==> config.mk <==
export PLATFORM = sky130hd
export DESIGN_NAME = rect_raster_gen
export DESIGN_NICKNAME = d
export VERILOG_FILES = /design/src/rtl/rect_raster_gen.sv
export SDC_FILE = /design/constraint.sdc
export NUM_CORES = 1
export LEC_CHECK = 0
export CELL_PAD_IN_SITES_DETAIL_PLACEMENT = 1
export CELL_PAD_IN_SITES_GLOBAL_PLACEMENT = 1
export CORE_ASPECT_RATIO = 0.7
export CORE_MARGIN = 10
export CORE_UTILIZATION = 42
export CTS_CLUSTER_DIAMETER = 40
export DETAILED_ROUTE_END_ITERATION = 8
export PLACE_DENSITY = 0.86
export RECOVER_POWER = 50
export SYNTH_ARGS = -nofsm -noshare
export SYNTH_HDL_FRONTEND = slang
export SYNTH_SLANG_ARGS = --single-unit
==> constraint.sdc <==
create_clock -name clk -period 7.2 [get_ports clk]
set_input_delay 1.44 -clock clk [delete_from_list [all_inputs] [get_ports clk]]
set_output_delay 1.44 -clock clk [all_outputs]
set_load 0.1 [all_outputs]
==> src/rtl/rect_raster_gen.sv <==
// rect_raster_gen: streams the outline or solid-fill pixels of a latched rectangle in raster order, clipped to the screen.
// Latency: first o_valid two cycles after i_start; then one pixel per cycle while i_ready is high.
// Backpressure: while o_valid & !i_ready the presented pixel (o_x/o_y/o_last) is held; no pixel is dropped or repeated.
//
// Ports:
//   clk, rst                 clock; synchronous active-low reset
//   i_x, i_y                 corner coordinate, captured by i_p1_load / i_p2_load (any state)
//   i_start, i_fill          begin a job from IDLE; i_fill=1 selects solid fill, 0 the BORDER_W outline
//   i_abort                  drop the job in SETUP/RUN, no o_done
//   i_ready                  downstream takes o_x/o_y this cycle
//   o_valid, o_x, o_y        pixel stream; o_x/o_y sit at IDLE_X/IDLE_Y when not streaming
//   o_last                   final pixel of the job
//   o_busy, o_done           SETUP or RUN; one-cycle pulse on normal completion
module rect_raster_gen #(
  parameter int COORD_W  = 16,
  parameter int BORDER_W = 3,
  parameter int SCR_W    = 800,
  parameter int SCR_H    = 600,
  parameter int IDLE_X   = 801,
  parameter int IDLE_Y   = 601
) (
  input  logic               clk,
  input  logic               rst,
  input  logic [COORD_W-1:0] i_x,
  input  logic [COORD_W-1:0] i_y,
  input  logic               i_p1_load,
  input  logic               i_p2_load,
  input  logic               i_start,
  input  logic               i_fill,
  input  logic               i_abort,
  input  logic               i_ready,
  output logic               o_valid,
  output logic [COORD_W-1:0] o_x,
  output logic [COORD_W-1:0] o_y,
  output logic               o_last,
  output logic               o_busy,
  output logic               o_done
);

  // Bound arithmetic is one bit wider so a carry reads as "past the edge".
  localparam int EW = COORD_W + 1;
  localparam logic [EW-1:0]      ONE_E    = EW'(1);
  localparam logic [EW-1:0]      BW_E     = EW'(BORDER_W);
  localparam logic [EW-1:0]      TWO_BW_E = EW'(2 * BORDER_W);
  localparam logic [EW-1:0]      SCR_W_E  = EW'(SCR_W);
  localparam logic [EW-1:0]      SCR_H_E  = EW'(SCR_H);
  localparam logic [COORD_W-1:0] IDLE_X_C = COORD_W'(IDLE_X);
  localparam logic [COORD_W-1:0] IDLE_Y_C = COORD_W'(IDLE_Y);

  typedef enum logic [1:0] {S_IDLE, S_SETUP, S_RUN} state_t;

  typedef struct packed {
    logic [COORD_W-1:0] xmin;
    logic [COORD_W-1:0] xmax;
    logic [COORD_W-1:0] ymin;
    logic [COORD_W-1:0] ymax;
  } box_t;

  state_t             state, state_nxt;
  logic [COORD_W-1:0] p1_x, p1_y, p2_x, p2_y;
  box_t               box_q, box_d;
  logic               solid_q, solid_d;
  logic [COORD_W-1:0] cur_x, cur_y;
  logic               done_q;

  logic [EW-1:0] xmin_e, xmax_e, ymin_e, ymax_e, cx_e, cy_e, nx, ny;
  logic          border_row, jump, row_end, job_end, off_screen, hs;

  // Normalise the corners; a box no wider or taller than two borders has no
  // interior, so it is walked as a solid fill.
  always_comb begin
    box_d.xmin = (p1_x < p2_x) ? p1_x : p2_x;
    box_d.xmax = (p1_x < p2_x) ? p2_x : p1_x;
    box_d.ymin = (p1_y < p2_y) ? p1_y : p2_y;
    box_d.ymax = (p1_y < p2_y) ? p2_y : p1_y;
    solid_d    = i_fill
              || (({1'b0, box_d.xmax} - {1'b0, box_d.xmin} + ONE_E) <= TWO_BW_E)
              || (({1'b0, box_d.ymax} - {1'b0, box_d.ymin} + ONE_E) <= TWO_BW_E);
  end

  // Next scan position. Interior rows jump from the end of the left border
  // straight to the start of the right border, so no cycle is wasted.
  always_comb begin
    xmin_e     = {1'b0, box_q.xmin};
    xmax_e     = {1'b0, box_q.xmax};
    ymin_e     = {1'b0, box_q.ymin};
    ymax_e     = {1'b0, box_q.ymax};
    cx_e       = {1'b0, cur_x};
    cy_e       = {1'b0, cur_y};
    // y > ymax-BORDER_W written as y+BORDER_W > ymax to avoid an underflow
    border_row = solid_q || (cy_e < ymin_e + BW_E) || (cy_e + BW_E > ymax_e);
    jump       = !border_row && (cx_e == xmin_e + BW_E - ONE_E);
    nx         = jump ? (xmax_e - BW_E + ONE_E) : (cx_e + ONE_E);
    row_end    = (nx > xmax_e) || (nx >= SCR_W_E);
    ny         = cy_e + ONE_E;
    job_end    = row_end && ((ny > ymax_e) || (ny >= SCR_H_E));
    off_screen = (xmin_e >= SCR_W_E) || (ymin_e >= SCR_H_E);
  end

  assign hs = (state == S_RUN) && i_ready;

  always_ff @(posedge clk) begin
    if (!rst) state <= S_IDLE;
    else      state <= state_nxt;
  end

  // Abort takes priority over completion, so an aborted job never reports done.
  always_comb begin
    state_nxt = state;
    case (state)
      S_IDLE:  if (i_start) state_nxt = S_SETUP;
      S_SETUP: state_nxt = (i_abort || off_screen) ? S_IDLE : S_RUN;
      S_RUN:   if (i_abort || (hs && job_end)) state_nxt = S_IDLE;
      default: state_nxt = S_IDLE;
    endcase
  end

  always_ff @(posedge clk) begin
    if (!rst) begin
      p1_x    <= '0;
      p1_y    <= '0;
      p2_x    <= '0;
      p2_y    <= '0;
      box_q   <= '0;
      solid_q <= 1'b0;
      cur_x   <= '0;
      cur_y   <= '0;
      done_q  <= 1'b0;
    end else begin
      if (i_p1_load) begin
        p1_x <= i_x;
        p1_y <= i_y;
      end
      if (i_p2_load) begin
        p2_x <= i_x;
        p2_y <= i_y;
      end
      done_q <= 1'b0;
      case (state)
        S_IDLE: if (i_start) begin
          box_q   <= box_d;
          solid_q <= solid_d;
        end
        S_SETUP: begin
          cur_x  <= box_q.xmin;
          cur_y  <= box_q.ymin;
          done_q <= !i_abort && off_screen;
        end
        S_RUN: if (hs) begin
          if (job_end) begin
            done_q <= !i_abort;
          end else if (row_end) begin
            cur_x <= box_q.xmin;
            cur_y <= ny[COORD_W-1:0];
          end else begin
            cur_x <= nx[COORD_W-1:0];
          end
        end
        default: ;
      endcase
    end
  end

  always_comb begin
    o_valid = 1'b0;
    o_last  = 1'b0;
    o_x     = IDLE_X_C;
    o_y     = IDLE_Y_C;
    o_busy  = (state != S_IDLE);
    o_done  = done_q;
    if (state == S_RUN) begin
      o_valid = 1'b1;
      o_x     = cur_x;
      o_y     = cur_y;
      o_last  = job_end;
    end
  end

endmodule
# After elaboration in Yosys (flattened, before gate mapping)
# Cells that the tools add are included.
word_totals:
  reg_bits: 164
  inputBits: 40
op_classes:
  reduce_logical: 23
  order_cmp: 12
  eq_ne: 8
  n_addsub: 12
  muxes: 24
ops:
  columns: ["operator", "count"]
  rows:
  - ["$mux W16", 12]
  - ["$pmux W16 S2", 2]
  - ["$add A16 B2 Y17 const B", 3]
  - ["$add A17 B1 Y17 const B", 3]
  - ["$gt A17 B16 Y1", 3]
  - ["$add A16 B1 Y17 const B", 2]
  - ["$ge A17 B10 Y1 const B", 2]
  - ["$le A17 B3 Y1 const B", 2]
  - ["$sub A16 B16 Y17", 2]
  - ["$ge A16 B10 Y1 const B", 2]
  - ["$lt A16 B16 Y1", 2]
  - ["$eq A16 B17 Y1", 1]
  - ["$lt A16 B17 Y1", 1]
  - ["$mux W17", 1]
  - ["$sub A16 B2 Y17 const B", 1]
  - ["$sub A17 B1 Y17 const B", 1]
  - ["$logic_or A1 B1 Y1", 9]
  - ["$ne A2 B2 Y1 const B", 4]
  - ["$mux W2", 3]
  - ["$pmux W2 S3", 1]
  - ["$logic_and A1 B1 Y1", 5]
  - ["$mux W1", 4]
  - ["$reduce_and A2 Y1", 2]
  - ["$reduce_and A4 Y1", 1]
  - ["other kinds (8)", 10]

# Longest topological paths before layout
logic_depth:
  ltp_word: 14
  mapped_depth: 29

# Worst setup path after synthesis
# Ideal clock, no wire load.
synth_path:
  path_type: "reg-to-output"
  start: "register cur_y[3]"
  end: "output o_last"
  arrival_time_ns: 6.230
  path_stages_with_launch: 26
  required_time_ns: 5.760
  setup_slack_ns: -0.470
  cell_sequence: "dfxtp_1 -> clkbuf_1 -> and4_1 -> nand3_1 -> nor4_1 -> xor2_1 -> ha_1 -> nand4_1 -> or3_1 -> o32ai_1 -> a31oi_1 -> nor4_4 -> nand3_4 -> buf_2 -> clkbuf_1 -> nor2_1 -> a21oi_1 -> ha_1 -> nand4_1 -> nor2_1 -> o31a_1 -> o31ai_1 -> o211a_1 -> nand4_1 -> nand3_1 -> nor2_1"
synth_via:
  elab_chain_cells: 10
  word_cells_on_any_way: 17
  cone_classes: "add/sub (2); order compare (6); mux (2); reduce/logical (7)"
synth_rtl:
  columns: ["element", "line_no", "text"]
  rows:
  - ["start, declared", "63", "logic [COORD_W-1:0] cur_x, cur_y;"]
  - ["start signal, assigned", "146", "cur_y <= box_q.ymin;"]
  - ["start signal, assigned", "154", "cur_y <= ny[COORD_W-1:0];"]
  - ["$add A16 B2 Y17 / $lt A16 B17 Y1 (equally long branches)", "91", "border_row = solid_q || (cy_e < ymin_e + BW_E) || (cy_e + BW_E > ymax_e);"]
  - ["$gt A17 B16 Y1 / $logic_or A1 B1 Y1 (equally long branches)", "91", null]
  - ["$logic_or A1 B1 Y1", "91", null]
  - ["$logic_not A1 Y1", "92", "jump = !border_row && (cx_e == xmin_e + BW_E - ONE_E);"]
  - ["$logic_and A1 B1 Y1", "92", null]
  - ["$mux W17", "93", "nx = jump ? (xmax_e - BW_E + ONE_E) : (cx_e + ONE_E);"]
  - ["$gt A17 B16 Y1 / $ge A17 B10 Y1 (equally long branches)", "94", "row_end = (nx > xmax_e) || (nx >= SCR_W_E);"]
  - ["$logic_or A1 B1 Y1", "94", null]
  - ["$logic_and A1 B1 Y1 *", "96", "job_end = row_end && ((ny > ymax_e) || (ny >= SCR_H_E));"]
  - ["$mux W1 *", "171", "if (state == S_RUN) begin"]
  - ["end, declared", "35", "output logic o_last,"]
# Mark *: on every way between the ends. The rest lies on a longest branch, timed or not.

# Worst setup path in the final report
layout_path:
  start: "register cur_y[2]"
  end: "output o_last"
# The elaborated chain is that of the path after synthesis.

==> results.json <==
{
  "area_delta_synth_final_pct": 16.0,
  "place_area_um2": 15000,
  "p_leak_nw": 6.48,
  "fin_ws_ns": 0.0751,
  "min_path_type": "reg -> reg",
  "arrival_ns": 5.68,
  "yosysSeqAreaShare": 0.239,
  "syn_avg_cell_area_um2": 7.76,
  "synth_edf_count": 0,
  "reg2reg_depth": 26,
  "core_area_um2": 32300,
  "vias": 13900,
  "grt_pass1_wl_mm": 78.8,
  "first_iter_violations": 1305,
  "cts_tree": "yes",
  "dieArea_um2": 40500,
  "cts_buffers": 17,
  "start_kind": "flop",
  "ys_seq_elements": 164,
  "run_status": "finished with violations",
  "fin_crit_sh": 0.990,
  "worst_pin_slew_ns": 3.75,
  "overflow": 0,
  "cts_hold_buf": 0,
  "drtPass1Iterations": 7,
  "clkTransAtPathRegs_ns": 0.07,
  "fp.dieH_um": 171,
  "fin_nets": 2001,
  "synth_top_flop_cell": "dfxtp_1",
  "failed_checks": "max-capacitance violations, max-slew violations",
  "port_buffers": 75,
  "synth_area_leader_cell": "dfxtp_1",
  "setup_viol": 0,
  "wirelength_mm": 50.5,
  "finalHoldViolCount": 0,
  "cap_violations": 3,
  "ant_nets": 0,
  "ys_top_cells_by_area": "dfxtp_1, ha_1, mux2i_1",
  "mostFrequentLayoutCells": "nor2_1, dfxtp_1, nand2_1",
  "root_buffer": "clkbuf_16",
  "crit_type": "reg -> out",
  "cts_max_level": 4,
  "worstSetupEndpointType": "primary output",
  "drive_gt1_frac": 0.101,
  "grt_max_degree": 82,
  "path_max_fanout": 6,
  "vias_per_cell": 6.15,
  "layout_min_cycle_time_ns": 7.12,
  "fin_hold_ws_ns": 0.517,
  "rsz0062_at_grt": "yes",
  "yosys.cell_types.count": 85,
  "dpl.hpwl_mm": 37.3,
  "io_pins": 76,
  "final_core_util": 0.494,
  "synthesis.instances": 1772,
  "timing.fmax_mhz": 140,
  "drc": 0,
  "slew_viol_final": 222,
  "relSlewSlack": -1.50,
  "worstSkewPairLatency_ns": 0.46,
  "antenna_found_initial": 1,
  "row_count": 55,
  "track_usage": 0.240,
  "synth_top_area_frac": 0.239,
  "skew_ns": 0.0144,
  "fin_area_um2": 16000,
  "cts_sinks": 164,
  "clk_path_buf_depth": 2,
  "synthArstFlopShare": 0,
  "netlist_area_um2": 13800,
  "grt_pass1_vias": 13800,
  "routabilityCongestion": 0.990,
  "holdPathStages": 2,
  "die_x_um": 236,
  "cp.required_ns": 5.76,
  "peakVddDrop_mv": 0.115,
  "synth_nets": 1948,
  "wire_per_inst_um": 22.3,
  "yosysWarnings": 0,
  "start_util": 0.425,
  "final_common_cell": "nor2_1",
  "pre_cts_slack_ns": -0.105,
  "powerDensity_nw_per_um2": 234
}
-- kinds of logic (layout without fill, tap and decap cells) --
group	count (synthesis)	count (layout)	share of synthesized area
compound gates	418	418	0.194
xor+xnor	98	98	0.0624
fa+ha+maj	136	136	0.125
buf+inv	217	283	0.0626
flops	164	164	0.239
mux	132	132	0.0971
other cells	0	1	0
simple gates	607	607	0.220
-- per-layer routing --
layer,up-vias,track usage,share of wire
met5,-,0,0.00040
li1,6480,-,-
met2,489,0.356,0.42
met1,6896,0.346,0.49
met3,64,0.0475,0.078
met4,2,0.0561,0.017
-- Yosys cell counts (4+ instances only) --
cell       count
and3_1        13
o21ai_0      127
a21o_1        21
o31a_1         4
o22ai_1        7
o211ai_1      10
o32ai_1        4
nor2_1       182
nand2_1      146
and4_1         5
mux2_2         8
buf_1          8
o31ai_1        8
nand3_1       47
a31o_2         4
a41oi_1        4
ha_1         134
o2111ai_1      6
dfxtp_1      164
a21boi_0       5
or3_1         18
or2_2          8
a31oi_1       58
nor3_1        32
o21bai_1       5
clkbuf_1      85
nor2b_1        5
nand2b_1      23
inv_1        107
o21a_1        14
nor4_1        20
a21oi_1       69
nand3b_1      20
nor3b_1        4
a211oi_1      29
mux2i_1      123
or2_1          6
xnor2_1       61
a2111oi_0      5
nand4_1       31
and2_1        24
xor2_1        37
buf_2         12
a211o_1        6
-- state kept, by name, summed over array words and instances (netlist names) --
name	cells
o_done	1
p2_x	16
cur_x	16
cur_y	16
p2_y	16
p1_y	16
box_q	64
solid_q	1
state	2
p1_x	16
-- stage by stage --
step / TNS, ns / total power [mW] / cells
CTS: 0 / 3.64 / 2252
global route: -0.160 / 3.93 / 2265
floorplan: 0 / 2.20 / 1772
finish: 0 / 3.73 / 2266
global placement: 0 / 2.58 / 2213
detailed placement: -0.105 / 2.65 / 2213
-- worst paths after layout --
check | startpoint | end | slack, ns
min | state[1] | state[1] | 0.52
max reg2reg | cur_y[2] | cur_y[2] | 1.00
min reg2reg | state[1] | state[1] | 0.52
max | cur_y[2] | o_last | 0.08
-- power breakdown --
part / switching [mW] / internal, mW
logic: 0.975 / 0.657
registers: 0.152 / 1.00
clock network: 0.478 / 0.465
total: 1.60 / 2.12
-- worst max-delay path, cell delays in order (launching register included) --
cell and delay [ns]:
dfxtp_1 0.37, nand4_1 0.14, nor2_2 0.19, o21ai_2 0.10, nor2_1 0.14, xor2_1 0.11, ha_1 0.36, nand4_1 0.20
or3_4 0.45, o32ai_4 0.25, a31oi_4 0.07, nor4_4 0.36, nand3_4 0.16, buf_6 0.20, mux2i_2 0.16, ha_1 0.37
a21oi_2 0.17, a21boi_1 0.09, o31a_1 0.28, o31ai_4 0.30, o211a_1 0.19, nand4_1 0.13, nand3_2 0.19, nor2_4 0.06
buf_12 0.17
-- repair_timing --
item / 4_1_cts / 5_1_grt
gates cloned: 0 / 0
buffers inserted: 7 / 13
hold endpoints to repair: 0 / 0
setup endpoints to repair: 1 / 1
pin swaps: 13 / 28
resized for setup: 37 / 28
-- layout make-up --
cell class,instances,area [um^2]
tap,427,534
antenna,1,2.50
fill,3928,16400
inverter,107,402
clock inverter,15,159
timing repair buffer,144,1280
clock buffer,17,425
multi-input combinational,1391,9850
sequential,164,3310
Note: power is estimated with default switching activity, not from simulation.
